<file path="src/rtl/reg_xfer_ctrl_if.sv">
// Command, register-read and write-bus signals between the CPU sequencer and
// the register transfer controller.
interface reg_xfer_ctrl_if #(
  parameter int REG_WIDTH = 8
);
  logic                 cmd_valid;
  logic                 cmd_ready;
  logic [2:0]           cmd_src;
  logic [1:0]           cmd_dst;
  logic [REG_WIDTH-1:0] cmd_imm;
  logic [REG_WIDTH-1:0] reg_a_q;
  logic [REG_WIDTH-1:0] reg_x_q;
  logic [REG_WIDTH-1:0] reg_y_q;
  logic [REG_WIDTH-1:0] reg_s_q;
  logic [REG_WIDTH-1:0] bus;
  logic [3:0]           we;
  logic                 flag_we;
  logic                 flag_n;
  logic                 flag_z;
  logic                 done;
  logic                 err;

  modport master (
    output cmd_valid, cmd_src, cmd_dst, cmd_imm,
    output reg_a_q, reg_x_q, reg_y_q, reg_s_q,
    input  cmd_ready, bus, we, flag_we, flag_n, flag_z, done, err
  );

  modport slave (
    input  cmd_valid, cmd_src, cmd_dst, cmd_imm,
    input  reg_a_q, reg_x_q, reg_y_q, reg_s_q,
    output cmd_ready, bus, we, flag_we, flag_n, flag_z, done, err
  );
endinterface

</file>
<file path="src/rtl/reg_xfer_ctrl.sv">
// Register-to-register / immediate transfer sequencer: IDLE -> FETCH -> WRITE -> DONE.
// Drives the shared write bus, one-hot write enables and N/Z flag updates.
module reg_xfer_ctrl #(
  parameter int REG_WIDTH = 8
) (
  input  logic          clk,
  input  logic          reset,
  reg_xfer_ctrl_if.slave xif
);
  typedef enum logic [1:0] {IDLE, FETCH, WRITE, DONE} state_e;

  state_e               state_q, state_d;
  logic [2:0]           src_q, src_d;
  logic [1:0]           dst_q, dst_d;
  logic [REG_WIDTH-1:0] imm_q, imm_d;
  logic [REG_WIDTH-1:0] data_q, data_d;

  always_ff @(posedge clk) begin
    if (reset) begin
      state_q <= IDLE;
      src_q   <= '0;
      dst_q   <= '0;
      imm_q   <= '0;
      data_q  <= '0;
    end else begin
      state_q <= state_d;
      src_q   <= src_d;
      dst_q   <= dst_d;
      imm_q   <= imm_d;
      data_q  <= data_d;
    end
  end

  always_comb begin
    state_d       = state_q;
    src_d         = src_q;
    dst_d         = dst_q;
    imm_d         = imm_q;
    data_d        = data_q;
    xif.cmd_ready = 1'b0;
    xif.bus       = '0;
    xif.we        = '0;
    xif.flag_we   = 1'b0;
    xif.flag_n    = 1'b0;
    xif.flag_z    = 1'b0;
    xif.done      = 1'b0;
    xif.err       = 1'b0;
    unique case (state_q)
      IDLE: begin
        xif.cmd_ready = !reset;
        if (xif.cmd_valid) begin
          src_d   = xif.cmd_src;
          dst_d   = xif.cmd_dst;
          imm_d   = xif.cmd_imm;
          state_d = FETCH;
        end
      end
      FETCH: begin
        // Register sources are read here, not at accept, so late updates are seen.
        state_d = WRITE;
        unique case (src_q)
          3'd0:    data_d = xif.reg_a_q;
          3'd1:    data_d = xif.reg_x_q;
          3'd2:    data_d = xif.reg_y_q;
          3'd3:    data_d = xif.reg_s_q;
          3'd4:    data_d = imm_q;
          default: state_d = DONE;
        endcase
      end
      WRITE: begin
        xif.bus = data_q;
        xif.we  = 4'b0001 << dst_q;
        // Writes to S (TXS) leave the status flags alone.
        if (dst_q != 2'd3) begin
          xif.flag_we = 1'b1;
          xif.flag_n  = data_q[REG_WIDTH-1];
          xif.flag_z  = (data_q == '0);
        end
        state_d = DONE;
      end
      DONE: begin
        xif.done = 1'b1;
        xif.err  = (src_q > 3'd4);
        state_d  = IDLE;
      end
      default: state_d = IDLE;
    endcase
  end
endmodule

</file>
<file path="src/flat_wrapper.sv">
// flat-port wrapper written by rule: the top's interface ports become plain ports
module reg_xfer_ctrl_flat 
#(
  parameter int REG_WIDTH = 8
)
  (clk, reset, xif_cmd_valid, xif_cmd_src, xif_cmd_dst, xif_cmd_imm, xif_reg_a_q, xif_reg_x_q, xif_reg_y_q, xif_reg_s_q, xif_cmd_ready, xif_bus, xif_we, xif_flag_we, xif_flag_n, xif_flag_z, xif_done, xif_err);
  reg_xfer_ctrl_if #(.REG_WIDTH(REG_WIDTH)) xif_i ();
  input  logic clk;
  input  logic reset;
  input wire logic [$bits(xif_i.cmd_valid)-1:0] xif_cmd_valid;
  input wire logic [$bits(xif_i.cmd_src)-1:0] xif_cmd_src;
  input wire logic [$bits(xif_i.cmd_dst)-1:0] xif_cmd_dst;
  input wire logic [$bits(xif_i.cmd_imm)-1:0] xif_cmd_imm;
  input wire logic [$bits(xif_i.reg_a_q)-1:0] xif_reg_a_q;
  input wire logic [$bits(xif_i.reg_x_q)-1:0] xif_reg_x_q;
  input wire logic [$bits(xif_i.reg_y_q)-1:0] xif_reg_y_q;
  input wire logic [$bits(xif_i.reg_s_q)-1:0] xif_reg_s_q;
  output wire logic [$bits(xif_i.cmd_ready)-1:0] xif_cmd_ready;
  output wire logic [$bits(xif_i.bus)-1:0] xif_bus;
  output wire logic [$bits(xif_i.we)-1:0] xif_we;
  output wire logic [$bits(xif_i.flag_we)-1:0] xif_flag_we;
  output wire logic [$bits(xif_i.flag_n)-1:0] xif_flag_n;
  output wire logic [$bits(xif_i.flag_z)-1:0] xif_flag_z;
  output wire logic [$bits(xif_i.done)-1:0] xif_done;
  output wire logic [$bits(xif_i.err)-1:0] xif_err;
  assign xif_i.cmd_valid = xif_cmd_valid;
  assign xif_i.cmd_src = xif_cmd_src;
  assign xif_i.cmd_dst = xif_cmd_dst;
  assign xif_i.cmd_imm = xif_cmd_imm;
  assign xif_i.reg_a_q = xif_reg_a_q;
  assign xif_i.reg_x_q = xif_reg_x_q;
  assign xif_i.reg_y_q = xif_reg_y_q;
  assign xif_i.reg_s_q = xif_reg_s_q;
  assign xif_cmd_ready = xif_i.cmd_ready;
  assign xif_bus = xif_i.bus;
  assign xif_we = xif_i.we;
  assign xif_flag_we = xif_i.flag_we;
  assign xif_flag_n = xif_i.flag_n;
  assign xif_flag_z = xif_i.flag_z;
  assign xif_done = xif_i.done;
  assign xif_err = xif_i.err;
  reg_xfer_ctrl #(.REG_WIDTH(REG_WIDTH)) u_core (.clk(clk), .reset(reset), .xif(xif_i));
endmodule
</file>
<file path="config.mk">
export PLATFORM = sky130hd
export DESIGN_NAME = reg_xfer_ctrl_flat
export DESIGN_NICKNAME = d
export VERILOG_FILES = /design/src/rtl/reg_xfer_ctrl_if.sv /design/src/rtl/reg_xfer_ctrl.sv /design/src/flat_wrapper.sv
export SDC_FILE = /design/constraint.sdc
export NUM_CORES = 1
export LEC_CHECK = 0
export BUFFER_PORTS_ARGS = -buffer_cell sky130_fd_sc_hd__buf_2
export CORE_AREA = 2 2 79 43
export CTS_CLUSTER_DIAMETER = 60
export CTS_CLUSTER_SIZE = 14
export DETAILED_ROUTE_END_ITERATION = 12
export DIE_AREA = 0 0 81 45
export GPL_ROUTABILITY_DRIVEN = 0
export PLACE_DENSITY_LB_ADDON = 0.3
export SKIP_CTS_REPAIR_TIMING = 1
export SLEW_MARGIN = 20
export SYNTH_ARGS = -nofsm -noshare
export SYNTH_HDL_FRONTEND = slang
export SYNTH_SLANG_ARGS = --single-unit
</file>
<file path="constraint.sdc">
create_clock -name clk -period 3.6 [get_ports clk]
set_input_delay 0.18 -clock clk [delete_from_list [all_inputs] [get_ports clk]]
set_output_delay 0.18 -clock clk [all_outputs]
set_load 0.01 [all_outputs]
</file>
==> results of run 1 <==
-- cell usage after synthesis (5+ instances only) --
master    instances  area share
nand2_1          29       0.078
dfxtp_1          23        0.33
a21oi_1          21       0.075
and2_1           10       0.045
inv_1             8       0.021
nor2_1            8       0.021
o22ai_1           8       0.036
clkbuf_1          7       0.019
nand2b_1          7       0.031
ha_1              5       0.045
mux2i_1           5       0.036
nor3_1            5       0.018
-- kinds of logic after synthesis --
| group | count (synthesis) |
|---|---|
| flip-flops | 23 |
| buffers and inverters | 19 |
| AO/OA/AOI/OAI | 51 |
| adder cells (fa/ha/maj) | 5 |
| AND/OR/NAND/NOR | 72 |
| multiplexers | 9 |
-- path summary, 6_finish.rpt --
check,endpoint,slack [ns],cells past startpoint
setup / recovery,xif_flag_z,1.64,5
hold / removal,u_core.imm_q[2]$_SDFFE_PP0P_,0.14,3
setup reg to reg,u_core.data_q[1]$_SDFFE_PP0P_,1.90,4
hold reg to reg,u_core.imm_q[2]$_SDFFE_PP0P_,0.47,2
-- placed cells by master, fill, tap and decap left out --
| cell | count |
|---|---|
| and3_1 | 2 |
| o21ai_0 | 1 |
| or3_1 | 1 |
| nor3b_1 | 2 |
| a221oi_1 | 1 |
| nor3_1 | 5 |
| inv_1 | 8 |
| nand2b_1 | 7 |
| mux2i_1 | 5 |
| o211ai_1 | 1 |
| ha_1 | 5 |
| a22oi_1 | 4 |
| buf_2 | 65 |
| nand2_1 | 29 |
| clkbuf_8 | 3 |
| clkinv_2 | 1 |
| nor2b_1 | 4 |
| a21oi_1 | 21 |
| nand2_2 | 1 |
| o22ai_1 | 8 |
| a211oi_1 | 4 |
| dfxtp_1 | 23 |
| o21ai_1 | 1 |
| nor4_1 | 2 |
| o32ai_1 | 4 |
| mux2_2 | 4 |
| and2_1 | 10 |
| or3b_4 | 1 |
| a32o_1 | 4 |
| o21ai_2 | 1 |
| a21boi_0 | 1 |
| nor2_1 | 8 |
-- state kept, by name (all words and copies together), names as in the netlist --
register,cells
u_core.state_q,2
u_core.imm_q,8
u_core.dst_q,2
u_core.data_q,8
u_core.src_q,3
-- routing by layer --
metal | wire length [microns] | track usage | vias to the layer above
met2 | 1510 | 0.3025 | 50
met4 | 39 | 0.06102 | 0
met5 | 0 | 0 | -
met3 | 275 | 0.04000 | 5
met1 | 1754 | 0.2730 | 634
li1 | - | - | 752
-- worst max-delay path: stages (launching register included) --
cell	delay, ns
dfxtp_1	0.33
inv_1	0.16
ha_1	0.38
a21boi_0	0.32
and3_1	0.20
buf_2	0.12
-- final cells by class --
cell class                 count  area, sq um  area share
tap                           40        50.05     0.02841
clock inverter                 1        5.005    0.002841
clock buffer                   3        41.29     0.02344
inverter                       8        30.03     0.01705
timing repair buffer          65        325.3      0.1847
sequential                    23        460.4      0.2614
multi-input combinational    137        849.6      0.4822
-- per-stage QoR --
stage / hold WS, ns / cells / utilization / area (sq um) / total power (uW)
floorplan: 0.3160 / 179 / - / 1398 / 771.9
global placement: 0.4217 / 273 / 0.5899 / 1715 / 879.5
detailed placement: 0.4281 / 273 / 0.5899 / 1715 / 894.5
CTS: 0.1365 / 277 / 0.6059 / 1762 / 1057
global route: 0.1418 / 277 / 0.6059 / 1762 / 1134
finish: 0.1405 / 277 / 0.6059 / 1762 / 1054
-- power by group through the flow --
stage	clock [uW]	sequential, uW	combinational (uW)
2_1_floorplan	0	373	399
3_3_place_gp	0	408	471
3_5_place_dp	0	412	483
4_1_cts	166	405	485
5_1_grt	168	419	546
6_report	161	408	485
==> key figures, run 1 <==
Synthesis
  • Post-synthesis sequential area ratio: 0.3295
  • Post-Synth XOR/XNOR Area: 0
  • Largest family of logic cells by synthesized area: simple AND/OR/NAND/NOR gates
  • Synth Area in Compound Gates: 0.2381
  • Unique masters post-synth: 33
  • Net Count, Synth: 232
  • Yosys Warn Count: 0
  • Mux contribution to synthesized area: 0.06804
  • Synthesized area: 0.001398 sq mm
  • Post-synthesis simple-gate area fraction: 0.2569
  • Asr flop ratio synth: 0
  • Post-Synth Adder-Cell Area: 0.04476
  • Synth Flop Type: dfxtp_1
  • EDFF count, synth: 0
  • Post-Syn Area per Cell: 7.808 sq um
  • #FFs+latches synth: 23
  • Post-synthesis instance total: 179

Global routing
  • Grt total ovfl: 0
  • Largest net degree at the start of global routing: 26
  • GRT Total Usage: 0.1938
  • Global-route wire length before repair: 5319 microns
  • Vias in the first global route: 1,225
  • Initial antenna violation count: 0

STA
  • Max_slew headroom: 0.6339
  • Crit share post-route: 0.5456
  • Final hold vios: 0
  • Worst Skew: 0.004814 ns
  • Worst Slack Setup Final: 1.636 ns
  • TNS Setup: 0 ns
  • Slew @ Worst Pin: 0.5484 ns
  • Fmax: 509.2 MHz
  • Max-slew violations: 0
  • Post-route minimum period: 1.964 ns
  • # setup viols final: 0
  • RSZ-0062 raised after global routing: false

Setup path
  • Critical Path Start: u_core.state_q[0]$_SDFFE_PP0P_
  • CP Capture Type: output port
  • Startpoint types: register
  • Reg2reg start: u_core.src_q[2]$_SDFFE_PP0P_
  • Worst Path Required: 3.42 ns
  • Crit Path Class: register to output port
  • Crit path DAT: 1.78 ns
  • Worst-path fanout max: 13

Route
  • Residual DRC count: 0
  • Vias/cell: 5.202
  • Via count: 1,441
  • Drt wl/cell: 12.92 microns
  • Final wirelength: 3579 microns
  • Drt pass-1 iters: 4
  • Initial DRC count: 94
  • Post-DRT Antenna Nets: 0

Floorplan
  • CORE AREA: 0.002908 sq mm
  • Die Wd: 81 microns
  • I/O Pins: 66
  • FP Rows: 14
  • Die area: 0.003645 sq mm
  • Initial Util: 0.4806
  • Die Ht: 45 microns

Clocking
  • H-tree depth: 1
  • CTS tree: built
  • Clock latency at the later pin of the worst-skew pair: 0.27 ns
  • Sink Count: 23
  • Root buf cell: clkbuf_8
  • Max clock buf depth: 2
  • Clk slew on worst S/H paths: 0.08 ns
  • Number of buffers created by CTS: 3

Power and ir drop
  • P_int: 615.3 uW
  • Leak Pwr: 0.0008327 uW
  • Max rail drop VDD: 0.0002993 V
  • Combinational share of power: 0.460
  • Sw Ratio: 0.4163
  • P per Cell Area: 598.5 mW/mm^2
  • Switching power: 438.9 uW
  • Clock network fraction of design power: 0.153
  • Share of power burned in registers: 0.387

Place
  • Detailed placer's ending HPWL: 2832 microns
  • Dpl ws: 1.917 ns
  • Port-buffer cells: 65

Final layout
  • Fillers: 292
  • Synthesis-to-finish area growth: 26.05%
  • Ant diodes: 0
  • Final nets: 291
  • Share of layout cells above drive strength 1: 0.3207

Hold path
  • Hold Path Origin: xif_cmd_imm[2]
  • Worst hold path type: input port to register

Job
  • Max-cap violations: 0

Status
  • Run status: finished clean
Power figures use the tool's default switching activity.
==> run 2: changes to the inputs <==
--- a/config.mk
+++ b/config.mk
@@ -6,11 +6,11 @@
 export NUM_CORES = 1
 export LEC_CHECK = 0
 export BUFFER_PORTS_ARGS = -buffer_cell sky130_fd_sc_hd__buf_2
-export CORE_AREA = 2 2 79 43
+export CORE_AREA = 2 2 86 47
 export CTS_CLUSTER_DIAMETER = 60
 export CTS_CLUSTER_SIZE = 14
 export DETAILED_ROUTE_END_ITERATION = 12
-export DIE_AREA = 0 0 81 45
+export DIE_AREA = 0 0 88 49
 export GPL_ROUTABILITY_DRIVEN = 0
 export PLACE_DENSITY_LB_ADDON = 0.3
 export SKIP_CTS_REPAIR_TIMING = 1
==> constraint.sdc (replaced) <==
create_clock -name clk -period 1.64 [get_ports clk]
set_input_delay 0.082 -clock clk [delete_from_list [all_inputs] [get_ports clk]]
set_output_delay 0.082 -clock clk [all_outputs]
set_load 0.01 [all_outputs]
==> run 2 against run 1 <==
Effect of this change: worst hold slack got worse by 0.096 ns; power up 130%; critical endpoint is now u_core.data_q[0]$_SDFFE_PP0P_; clock skew is 0.0019 ns lower; clock-buffer cell count grew 1; critical path depth is 1 lower; non-clock buffer count up 8; cell count is 7.9% higher; final area rose by 4.6%.
==> key figures, run 2 (synthesis results as in run 1) <==
Floorplan
  • CORE AREA: 0.003623 sq mm (+25%)
  • Die Ht: 49 microns (+8.9%)
  • Die Wd: 88 microns (+8.6%)
  • Die area: 0.004312 sq mm (+18%)
  • FP Rows: 16 (+2)
  • Initial Util: 0.3857 (-0.09493)
  • I/O Pins: 66 (unchanged)

Final layout
  • Util after Layout: 0.5086 (-0.09722)
  • Top Registers: u_core.data_q: 8 flops, u_core.imm_q: 8 flops, u_core.src_q: 3 flops
  • Most frequent cells in the layout: 65 x buf_2, 29 x nand2_1, 22 x dfxtp_1
  • Share of layout cells above drive strength 1: 0.3510 (+0.03035)
  • Synthesis-to-finish area growth: 31.87%
  • Commonest non-fill, non-tap cell in the layout: buf_2
  • Final Non-Filler Cells: 299 (+7.9%)
  • Ant diodes: 0 (unchanged)
  • Final nets: 299 (+2.7%)
  • Fillers: 357 (+22%)

Power and ir drop
  • Max rail drop VDD: 0.0004752 V (+59%)
  • P per Cell Area: 1298 mW/mm^2 (+120%)
  • Leak Pwr: 0.0008724 uW (+4.8%)

Global routing
  • Grt total ovfl: 0 (unchanged)
  • GRT Total Usage: 0.1848 (-0.008944)
  • Vias in the first global route: 1,366 (+12%)
  • Largest net degree at the start of global routing: 17 (-35%)
  • Initial antenna violation count: 0 (unchanged)
  • Global-route wire length before repair: 6265 microns (+18%)

Setup path
  • Worst-path fanout max: 12 (-1)
  • Buf/Inv on CP: 0 (-2)
  • Worst Path Required: 1.80 ns (-1.62 ns)
  • CP Capture Type: register
  • Largest stage delay, worst path: 0.56 ns (+0.18 ns)
  • Crit path DAT: 1.69 ns (-0.09 ns)
  • Crit Path Class: register to register
  • Crit-path cells: nand2b_1 > o32ai_1 > o22ai_1 > a32o_1
  • Critical path's top delay family: compound AO/OA/AOI/OAI gates
  • Slowest cell on crit path: dfxtp_1
  • Startpoint types: register

Place
  • Port-buffer cells: 65 (unchanged)
  • Placed Cells: 295 (+8.1%)
  • Detailed placer's ending HPWL: 3128 microns (+10%)

Route
  • Residual DRC count: 0 (unchanged)
  • Vias/cell: 4.900 (-5.8%)
  • Initial DRC count: 68 (-28%)
  • Drt wl/cell: 13.06 microns (+1.1%)
  • Drt pass-1 iters: 4 (unchanged)
  • Post-DRT Antenna Nets: 0 (unchanged)
  • Final wirelength: 3906 microns (+9.1%)
  • Via count: 1,465 (+1.7%)

STA
  • # setup viols final: 0 (unchanged)
  • Post-route minimum period: 1.533 ns
  • RSZ-0062 raised after global routing: false
  • Slew @ Worst Pin: 0.4344 ns (-0.1140 ns)
  • Max_slew headroom: 0.7097 (+0.07578)
  • Worst Skew: 0.002894 ns (-0.001921 ns)
  • Fmax: 652.5 MHz
  • Max-slew violations: 0 (unchanged)
  • Crit share post-route: 0.9345
  • Final hold vios: 0 (unchanged)

Clocking
  • Root buf cell: clkbuf_8
  • Clock latency at the later pin of the worst-skew pair: 0.26 ns (about the same)
  • CTS tree: built
  • Number of buffers created by CTS: 3 (unchanged)
  • H-tree depth: 1 (unchanged)
  • Sink Count: 23 (unchanged)
  • Clk slew on worst S/H paths: 0.08 ns (about the same)
  • Max clock buf depth: 2 (unchanged)

Status
  • Run status: finished clean

Job
  • Max-cap violations: 0 (unchanged)

Hold path
  • Worst hold path type: input port to register
run 2: routing by layer:
metal | vias up | global-route usage | routed length [microns]
met4 | 0 | 0.03846 | 24
met2 | 65 | 0.2563 | 1458
met3 | 5 | 0.05584 | 404
li1 | 771 | - | -
met1 | 624 | 0.2786 | 2019
met5 | - | 0 | 0
run 2: worst register-to-register path, cell delays in order, from the launching register on:
cell and delay [ns]:
dfxtp_1 0.56, nand2b_1 0.18, o32ai_1 0.32, o22ai_1 0.16, a32o_1 0.22
run 2: final timing paths:
path                                         to  depth (start not counted)                         start  slack [ns]
hold reg to reg    u_core.imm_q[1]$_SDFFE_PP0P_                          2  u_core.imm_q[1]$_SDFFE_PP0P_        0.46
hold / removal     u_core.dst_q[1]$_SDFFE_PP0P_                          3                xif_cmd_dst[1]        0.04
setup / recovery  u_core.data_q[0]$_SDFFE_PP0P_                          4  u_core.src_q[0]$_SDFFE_PP0P_        0.11
setup reg to reg  u_core.data_q[0]$_SDFFE_PP0P_                          4  u_core.src_q[0]$_SDFFE_PP0P_        0.11
run 2: power by group:
part / switching [uW] / internal, uW
clock: 180 / 173
sequential: 160 / 717
combinational: 635 / 528
run 2: final cells by class:
cell class,instances,area (sq um),share of cell area
Tap cell,54,67.56,0.03666
Sequential cell,23,461.7,0.2505
Inverter,8,30.03,0.01629
Clock buffer,4,45.04,0.02444
Multi-Input combinational cell,137,853.3,0.4630
Timing Repair Buffer,73,385.4,0.2091
run 2: through the flow:
stage               power (uW)  hold WS, ns  worst slack, ns  area, sq um  TNS [ns]
floorplan                 1694       0.2180           0.2847         1398         0
global placement          2022       0.3267           0.1703         1793         0
detailed placement        2040       0.3290           0.1177         1793         0
CTS                       2393      0.04344         -0.07974         1838   -0.1140
global route              2608      0.04089         0.006517         1843         0
finish                    2393      0.04440           0.1074         1843         0
==> run 3: changes to the inputs <==
--- a/config.mk
+++ b/config.mk
@@ -5,12 +5,12 @@
 export SDC_FILE = /design/constraint.sdc
 export NUM_CORES = 1
 export LEC_CHECK = 0
-export BUFFER_PORTS_ARGS = -buffer_cell sky130_fd_sc_hd__buf_2
-export CORE_AREA = 2 2 86 47
+export BUFFER_PORTS_ARGS = -buffer_cell sky130_fd_sc_hd__buf_4
+export CORE_AREA = 2 2 57 69
 export CTS_CLUSTER_DIAMETER = 60
 export CTS_CLUSTER_SIZE = 14
 export DETAILED_ROUTE_END_ITERATION = 12
-export DIE_AREA = 0 0 88 49
+export DIE_AREA = 0 0 59 71
 export GPL_ROUTABILITY_DRIVEN = 0
 export PLACE_DENSITY_LB_ADDON = 0.3
 export SKIP_CTS_REPAIR_TIMING = 1
==> run 3 against run 2 <==
Effect of this change: final area up 7.8%; global-route usage down 0.78 points; first-iteration DRC count down 32%; power up 2.0%; cell count down 5.4%; sequential cell count unchanged; setup slack worse by 0.025 ns; non-clock buffer count down 1; clock skew about the same; sequential share of layout area down 1.8 points; utilization up 5.2 points; maximum frequency down 1.6%.
==> key figures, run 3 (synthesis results as in run 1) <==
Route
  • Drt wl/cell: 12.82 microns (-1.9%)
  • Final wirelength: 3627 microns (-7.1%)
  • Drt pass-1 iters: 4 (unchanged)
  • Residual DRC count: 0 (unchanged)
  • Initial DRC count: 46 (-32%)
  • Post-DRT Antenna Nets: 0 (unchanged)
  • Via count: 1,462 (-0.20%)
  • Vias/cell: 5.166 (+5.4%)

Place
  • Port-buffer cells: 65 (unchanged)
  • Placed Cells: 279 (-5.4%)
  • Detailed placer's ending HPWL: 2905 microns (-7.1%)

Setup path
  • Largest stage delay, worst path: 0.33 ns (-0.23 ns)
  • CP Capture Type: output port
  • Crit Path Class: register to output port
  • Startpoint types: register
  • Crit-path cells: inv_1 > ha_1 > a21boi_1 > and3_1 > buf_4
  • Crit path DAT: 1.48 ns (-0.21 ns)
  • Worst Path Required: 1.56 ns (-0.24 ns)
  • Worst-path fanout max: 5 (-7)
  • Slowest cell on crit path: dfxtp_1

STA
  • # setup viols final: 0 (unchanged)
  • Max_slew headroom: 0.7334 (+0.02371)
  • Worst Skew: 0.002827 ns (-0.00006692 ns)
  • TNS Setup: 0 ns (unchanged)
  • Slew @ Worst Pin: 0.3989 ns (-0.03548 ns)
  • RSZ-0062 raised after global routing: false
  • Fmax: 641.8 MHz (-1.6%)
  • Crit share post-route: 0.9500 (+0.01554)
  • Final hold vios: 0 (unchanged)
  • Max-slew violations: 0 (unchanged)
  • Post-route minimum period: 1.558 ns (+0.02548 ns)

Hold path
  • Worst hold path type: input port to register

Global routing
  • GRT Total Usage: 0.1771 (-0.007761)
  • Initial antenna violation count: 0 (unchanged)
  • Global-route wire length before repair: 5885 microns (-6.1%)
  • Vias in the first global route: 1,379 (+0.95%)
  • Grt total ovfl: 0 (unchanged)
  • Largest net degree at the start of global routing: 26 (+9)

Power and ir drop
  • Power Total: 2441 uW (+2.0%)
  • Switching power: 954.7 uW (-2.1%)
  • Max rail drop VDD: 0.001035 V (+120%)
  • Clock network fraction of design power: 0.141 (-0.007)
  • P per Cell Area: 1229 mW/mm^2 (-5.4%)
  • P_int: 1486 uW (+4.8%)
  • Sw Ratio: 0.3911 (-0.01636)
  • Leak Pwr: 0.0009128 uW (+4.6%)
  • Share of power burned in registers: 0.353 (-0.013)
  • Combinational share of power: 0.506 (+0.020)

Final layout
  • Top Registers: u_core.data_q: 8 flops, u_core.imm_q: 8 flops, u_core.src_q: 3 flops
  • Final nets: 298 (-0.33%)
  • Final Non-Filler Cells: 283 (-5.4%)
  • Most frequent cells in the layout: 72 x buf_4, 29 x nand2_1, 21 x a21oi_1, 21 x dfxtp_1, 10 x and2_1
  • Share of layout cells above drive strength 1: 0.3484 (-0.002660)
  • Ant diodes: 0 (unchanged)
  • Util after Layout: 0.5607 (+0.05210)
  • Fillers: 364 (+2.0%)
  • Synthesis-to-finish area growth: 42.17%
  • Commonest non-fill, non-tap cell in the layout: buf_4

Clocking
  • Max clock buf depth: 2 (unchanged)
  • Clock latency at the later pin of the worst-skew pair: 0.26 ns (about the same)
  • Clk slew on worst S/H paths: 0.08 ns (about the same)
  • Root buf cell: clkbuf_8
  • H-tree depth: 1 (unchanged)
  • Number of buffers created by CTS: 3 (unchanged)
  • CTS tree: built
  • Sink Count: 23 (unchanged)

Floorplan
  • Die area: 0.004189 sq mm (-2.9%)
  • Die Ht: 71 microns (+45%)
  • Initial Util: 0.3944 (+0.008717)
  • I/O Pins: 66 (unchanged)
  • CORE AREA: 0.003543 sq mm (-2.2%)
  • Die Wd: 59 microns (-33%)
  • FP Rows: 24 (+8)

Status
  • Run status: finished clean

Job
  • Max-cap violations: 0 (unchanged)
==> run 3: path summary, 6_finish.rpt <==
| check | start | end | slack [ns] | depth (start not counted) |
|---|---|---|---|---|
| worst max register to register | u_core.state_q[1]$_SDFFE_PP0P_ | u_core.state_q[0]$_SDFFE_PP0P_ | 0.23 | 5 |
| worst min register to register | u_core.imm_q[1]$_SDFFE_PP0P_ | u_core.imm_q[1]$_SDFFE_PP0P_ | 0.46 | 2 |
| worst max-delay path | u_core.state_q[0]$_SDFFE_PP0P_ | xif_flag_z | 0.08 | 5 |
| worst min-delay path | xif_cmd_src[0] | u_core.src_q[0]$_SDFFE_PP0P_ | 0.05 | 3 |
==> run 3: critical path: cells and delay by family, from the launching register on <==
family	cells	cell delay (ns)
buffers and inverters	2	0.25
adders and majority gates	1	0.18
DFF	1	0.33
and+or+nand+nor	1	0.19
AOI/OAI and AO/OA	1	0.26
==> run 3: area by class of cell <==
type	count	area, sq um	area share
multi-input cells	137	859.6	0.4326
flip-flops and latches	23	462.9	0.2330
repair buffers	72	540.5	0.2720
inverters	8	30.03	0.01511
well taps	39	48.80	0.02456
clock buffers	4	45.04	0.02267
==> run 3: per-layer routing <==
metal	GRT usage	vias up	wire (microns)
met2	0.3173	48	1772
met1	0.2168	646	1630
li1	-	764	-
met3	0.02559	4	188
met4	0.04545	0	36
met5	0	-	0
==> run 3: power by group through the flow <==
stage | Combinational, uW | Clock, uW | Sequential (uW)
CTS | 1240 | 351 | 858
floorplan | 875 | 0 | 819
global route | 1380 | 373 | 894
detailed placement | 1230 | 0 | 872
global placement | 1220 | 0 | 864
finish | 1240 | 345 | 861
==> run 3: metrics by stage <==
| stage | hold WS, ns | cell area, sq um | worst slack [ns] |
|---|---|---|---|
| 2_1_floorplan | 0.2180 | 1398 | 0.2847 |
| 3_3_place_gp | 0.3325 | 1929 | 0.1534 |
| 3_5_place_dp | 0.3390 | 1929 | 0.1586 |
| 4_1_cts | 0.06140 | 1974 | 0.0008676 |
| 5_1_grt | 0.05850 | 1987 | 0.006037 |
| 6_report | 0.05140 | 1987 | 0.08195 |
